File: src/rtl/byte_striping_rx_if.sv
// Handshake bundle for the 4-lane to byte un-striper: upstream word side
// (valid_in/data_inN/ready_out) and downstream byte side (valid_out/data_out/ready_in).
interface byte_striping_rx_if #(
   parameter int WIDTH = 8
);
   logic             valid_in;
   logic [WIDTH-1:0] data_in0;
   logic [WIDTH-1:0] data_in1;
   logic [WIDTH-1:0] data_in2;
   logic [WIDTH-1:0] data_in3;
   logic             ready_out;
   logic             ready_in;
   logic             valid_out;
   logic [WIDTH-1:0] data_out;
   logic [1:0]       lane_idx;

   // master: lane deskew stage plus byte consumer; slave: the un-striper
   modport master (
      output valid_in, data_in0, data_in1, data_in2, data_in3, ready_in,
      input  ready_out, valid_out, data_out, lane_idx
   );

   modport slave (
      input  valid_in, data_in0, data_in1, data_in2, data_in3, ready_in,
      output ready_out, valid_out, data_out, lane_idx
   );
endinterface

File: src/rtl/byte_striping_rx.sv
// Receive-side byte un-striper: latches one 4-lane word per accept and replays
// its bytes in lane order 0..3, one per transfer, with no bubble between words.
module byte_striping_rx #(
   parameter int WIDTH = 8
) (
   input logic                clk,
   input logic                reset,
   byte_striping_rx_if.slave  bus
);

   typedef enum logic [2:0] {
      IDLE  = 3'd0,
      LANE0 = 3'd1,
      LANE1 = 3'd2,
      LANE2 = 3'd3,
      LANE3 = 3'd4
   } state_t;

   state_t           state_reg;
   state_t           state_next;
   logic [WIDTH-1:0] word_reg [4];
   logic [WIDTH-1:0] lane_in  [4];
   logic             load;

   assign lane_in[0] = bus.data_in0;
   assign lane_in[1] = bus.data_in1;
   assign lane_in[2] = bus.data_in2;
   assign lane_in[3] = bus.data_in3;

   always_ff @(posedge clk or negedge reset) begin
      if (!reset) begin
         state_reg <= IDLE;
      end else begin
         state_reg <= state_next;
      end
   end

   // The holding word only changes on an accepted upstream handshake.
   always_ff @(posedge clk or negedge reset) begin
      if (!reset) begin
         for (int i = 0; i < 4; i++) begin
            word_reg[i] <= '0;
         end
      end else if (load) begin
         for (int i = 0; i < 4; i++) begin
            word_reg[i] <= lane_in[i];
         end
      end
   end

   always_comb begin
      state_next    = state_reg;
      load          = 1'b0;
      bus.ready_out = 1'b0;
      bus.valid_out = 1'b0;
      bus.data_out  = '0;
      bus.lane_idx  = 2'd0;
      case (state_reg)
         IDLE: begin
            bus.ready_out = 1'b1;
            if (bus.valid_in) begin
               load       = 1'b1;
               state_next = LANE0;
            end
         end
         LANE0: begin
            bus.valid_out = 1'b1;
            bus.data_out  = word_reg[0];
            bus.lane_idx  = 2'd0;
            if (bus.ready_in) state_next = LANE1;
         end
         LANE1: begin
            bus.valid_out = 1'b1;
            bus.data_out  = word_reg[1];
            bus.lane_idx  = 2'd1;
            if (bus.ready_in) state_next = LANE2;
         end
         LANE2: begin
            bus.valid_out = 1'b1;
            bus.data_out  = word_reg[2];
            bus.lane_idx  = 2'd2;
            if (bus.ready_in) state_next = LANE3;
         end
         LANE3: begin
            // Last byte leaving frees the register, so the next word may land on the same edge.
            bus.valid_out = 1'b1;
            bus.data_out  = word_reg[3];
            bus.lane_idx  = 2'd3;
            bus.ready_out = bus.ready_in;
            if (bus.ready_in) begin
               if (bus.valid_in) begin
                  load       = 1'b1;
                  state_next = LANE0;
               end else begin
                  state_next = IDLE;
               end
            end
         end
         default: begin
            state_next = IDLE;
         end
      endcase
   end

endmodule

File: src/flat_wrapper.sv
// flat-port wrapper written by rule: the top's interface ports become plain ports
module byte_striping_rx_flat 
#(
   parameter int WIDTH = 8
)
  (clk, reset, bus_valid_in, bus_data_in0, bus_data_in1, bus_data_in2, bus_data_in3, bus_ready_in, bus_ready_out, bus_valid_out, bus_data_out, bus_lane_idx);
  byte_striping_rx_if #(.WIDTH(WIDTH)) bus_i ();
  input logic clk;
  input logic reset;
  input wire logic [$bits(bus_i.valid_in)-1:0] bus_valid_in;
  input wire logic [$bits(bus_i.data_in0)-1:0] bus_data_in0;
  input wire logic [$bits(bus_i.data_in1)-1:0] bus_data_in1;
  input wire logic [$bits(bus_i.data_in2)-1:0] bus_data_in2;
  input wire logic [$bits(bus_i.data_in3)-1:0] bus_data_in3;
  input wire logic [$bits(bus_i.ready_in)-1:0] bus_ready_in;
  output wire logic [$bits(bus_i.ready_out)-1:0] bus_ready_out;
  output wire logic [$bits(bus_i.valid_out)-1:0] bus_valid_out;
  output wire logic [$bits(bus_i.data_out)-1:0] bus_data_out;
  output wire logic [$bits(bus_i.lane_idx)-1:0] bus_lane_idx;
  assign bus_i.valid_in = bus_valid_in;
  assign bus_i.data_in0 = bus_data_in0;
  assign bus_i.data_in1 = bus_data_in1;
  assign bus_i.data_in2 = bus_data_in2;
  assign bus_i.data_in3 = bus_data_in3;
  assign bus_i.ready_in = bus_ready_in;
  assign bus_ready_out = bus_i.ready_out;
  assign bus_valid_out = bus_i.valid_out;
  assign bus_data_out = bus_i.data_out;
  assign bus_lane_idx = bus_i.lane_idx;
  byte_striping_rx #(.WIDTH(WIDTH)) u_core (.clk(clk), .reset(reset), .bus(bus_i));
endmodule
File: config.mk
export PLATFORM = sky130hd
export DESIGN_NAME = byte_striping_rx_flat
export DESIGN_NICKNAME = d
export VERILOG_FILES = /design/src/rtl/byte_striping_rx_if.sv /design/src/rtl/byte_striping_rx.sv /design/src/flat_wrapper.sv
export SDC_FILE = /design/constraint.sdc
export NUM_CORES = 1
export LEC_CHECK = 0
export ABC_CLOCK_PERIOD_IN_PS = 3000
export CORE_UTILIZATION = 40
export CTS_CLUSTER_DIAMETER = 150
export DETAILED_ROUTE_END_ITERATION = 10
export PLACE_DENSITY = 0.73
export REMOVE_ABC_BUFFERS = 1
export SYNTH_ARGS = -nofsm -noshare
export SYNTH_HDL_FRONTEND = slang
export SYNTH_SLANG_ARGS = --single-unit
File: constraint.sdc
create_clock -name clk -period 3 [get_ports clk]
set_input_delay 0.75 -clock clk [delete_from_list [all_inputs] [get_ports clk]]
set_output_delay 0.75 -clock clk [all_outputs]
set_load 0.02 [all_outputs]
==> summary.md <==
| Metric | Value |
|---|---|
| CP startpoint kind | `flip-flop` |
| Register area | `875.8 µm²` |
| Die area | `approximately 4700 µm²` |
| Utilization after layout | `0.5835` |
| Largest register FFs | `32` |
| Clk_lat worst skew | `between 0.2 and 0.3 ns` |
| CTS buffer count | `5` |
| Antenna violations before repair | `0` |
| Via Count | `about 1100` |
| Status | `complete, no violations` |
| RSZ-0062 raised after global routing | `false` |
| Tmin final | `~2.9 ns` |
| Multi-input logic area | `roughly 830 µm²` |
| Worst min-delay path class | `reg2reg` |
| Number of synthesized register bits | `35` |
| Setup CP Type | `reg2out` |
| First-pass GRT wire length | `5306 µm` |
| Maxcap violations | `0` |
| Share of cells above drive strength 1 | `0.2931` |
| Die width | `slightly below 70 µm` |
| GR Overflow Total | `0` |
| Crit end category | `output pin` |
| Worst Clk Skew | `0.008276 ns` |
| Clock Tree Buf Depth | `2` |
| Synthesis-to-finish area growth | `35.52%` |
| Total number of yosys warnings | `0` |
| Global placer's final weighted congestion | `just under 0.8` |
| Post-synthesis cell area | `~1800 µm²` |
| Post-CTS Setup Repair Bufs | `0` |
| Post-synthesis sequential area ratio | `0.4944` |
| Hold Fails Final Rpt | `0` |
| Clock sink count | `35` |
| Routed wire length | `between 3000 and 4000 µm` |
| I/O Pins | `48` |
| Root Buffer Master | `clkbuf_8` |
| R2R Setup Slk | `about 1.1 ns` |
| RR Endpoint | `u_core.word_reg[5]` |
| Final net count | `between 200 and 250` |
| CP required | `around 2.3 ns` |
| Commonest non-fill, non-tap cell in the layout | `clkdlybuf4s50_1` |
| WHS | `approximately 0.51 ns` |
| Critical Path End | `bus_data_out[3]` |
| Port bufs | `between 40 and 50` |
| Worst Path Arrival | `around 2.1 ns` |
| Total GRT Usage | `0.1575` |
| WL/cell | `roughly 16 µm` |
| CTS tree | `built` |
| Avg Vias per Cell | `between 5 and 6` |
| Htree depth | `2` |
| Rows | `23` |
| Max Freq | `349.8 MHz` |
| Clk pin slew, worst setup/hold paths | `around 0.07 ns` |
| Max VDD drop | `roughly 0.00039 V` |
| Die H | `68.55 µm` |
| PD cells | `1141 nW/µm²` |
| Unique masters post-synth | `23` |
| Endpoints failing setup | `0` |
| FF-to-FF Start | `u_core.state_reg[2]` |
| Least-Margin Pin Slew | `0.6388 ns` |
| Crit. Startpoint | `u_core.state_reg[2]` |
| Final Slew Violations | `0` |
| Period Utilization, post-route | `0.9530` |
| Slew HR | `0.5742` |
| Leakage | `between 1 and 1.5 nW` |
| Filler Cells Inserted | `roughly 340` |
| Setup TNS | `0 ns` |
| Dpl hpwl | `about 2400 µm` |
| Drt pass-1 iters | `4` |
| CP max FO | `10` |
| Core area | `4115 µm²` |
| Vias in the first global route | `roughly 1200` |
| Largest net degree at the start of global routing | `36` |
| ANT cells | `0` |
| Syn Inst Count | `roughly 120` |
| Final ANT Viol Nets | `0` |
| Avg Cell Area, Syn | `14.29 µm²` |
| Drt drc | `0` |
| Initial Utilization | `0.4305` |
| Iter 0 DRT Violations | `62` |
| Most frequent cells in the layout | `clkdlybuf4s50_1 (47), dfrtp_1 (35), mux2_4 (30)` |
| R2R depth | `3` |
## routing by layer
metal	vias up	part of all wire	track usage
met4	0	0.017	0.06250
met2	39	0.48	0.2647
li1	547	-	-
met5	-	0	0
met1	535	0.43	0.1831
met3	8	0.070	0.05428
## cell type report
type                            count  area share
Sequential cell                    35      0.3648
Multi-Input combinational cell     77      0.3439
Timing Repair Buffer               53      0.2147
Clock buffer                        6     0.03439
Tap cell                           50     0.02606
Clock inverter                      2     0.01459
Inverter                            1    0.001563
## repair_timing
| action | CTS | global route |
|---|---|---|
| hold buffers | 0 | 0 |
| resized for setup | 1 | 2 |
| endpoints found under the hold margin | 0 | 0 |
| endpoints found under the setup margin | 4 | 7 |
## cell families after synthesis
group | synth area share
buffers and inverters | 0.04519
and+or+nand+nor | 0.05295
AOI/OAI and AO/OA | 0.07980
xor gates and xnor gates | 0.009889
muxes | 0.3178
DFF | 0.4944
## power by group
part	switching [W]	internal, W	total (W)
combinational	0.000581	0.000838	0.00142
clock	0.000162	0.000269	0.000430
sequential	0.000176	0.000714	0.000890
## how the worst min path moves through the flow
stage                              from             endpoint  slack, ns  cells past startpoint
finish              u_core.word_reg[14]  u_core.word_reg[14]       0.51                      1
global route         u_core.word_reg[8]   u_core.word_reg[8]       0.53                      1
CTS                 u_core.word_reg[14]  u_core.word_reg[14]       0.51                      1
detailed placement  u_core.word_reg[17]  u_core.word_reg[17]       0.50                      1
global placement    u_core.word_reg[13]  u_core.word_reg[13]       0.49                      1
floorplan                         reset  u_core.state_reg[0]       0.45                      0
## Yosys cell counts
library cell / instances / share of area
a21oi_1: 1 / 0.0028
a22oi_1: 8 / 0.034
buf_2: 4 / 0.011
buf_6: 4 / 0.025
clkbuf_1: 3 / 0.0064
dfrtp_1: 35 / 0.49
inv_1: 1 / 0.0021
mux2_2: 2 / 0.013
mux2_4: 30 / 0.25
mux2i_1: 9 / 0.051
nand2_1: 4 / 0.0085
nand2b_1: 2 / 0.0071
nand3b_4: 1 / 0.011
nor2_1: 1 / 0.0021
nor2_4: 1 / 0.0064
nor2b_1: 2 / 0.0071
nor2b_4: 1 / 0.0078
nor3_1: 1 / 0.0028
o21ai_0: 1 / 0.0028
o22a_1: 1 / 0.0049
o22ai_1: 10 / 0.035
xnor2_1: 1 / 0.0049
xor2_1: 1 / 0.0049
## critical path, stage by stage, from the launching register on
cell,delay (ns)
dfrtp_1,0.58
nor2b_1,0.18
buf_4,0.17
a22oi_1,0.08
o22ai_1,0.17
clkdlybuf4s50_1,0.64
## stage by stage
stage	worst slack, ns	total power (W)	cell area, µm²	instances
6_report	0.1411	0.002739	2401	224
5_1_grt	0.02521	0.002907	2401	224
4_1_cts	0.07989	0.002753	2394	224
3_5_place_dp	0.1558	0.002307	2273	216
3_3_place_gp	0.1830	0.002261	2273	216
2_1_floorplan	0.5904	0.001800	1695	113
No activity file was read; power rests on OpenSTA's default activity.
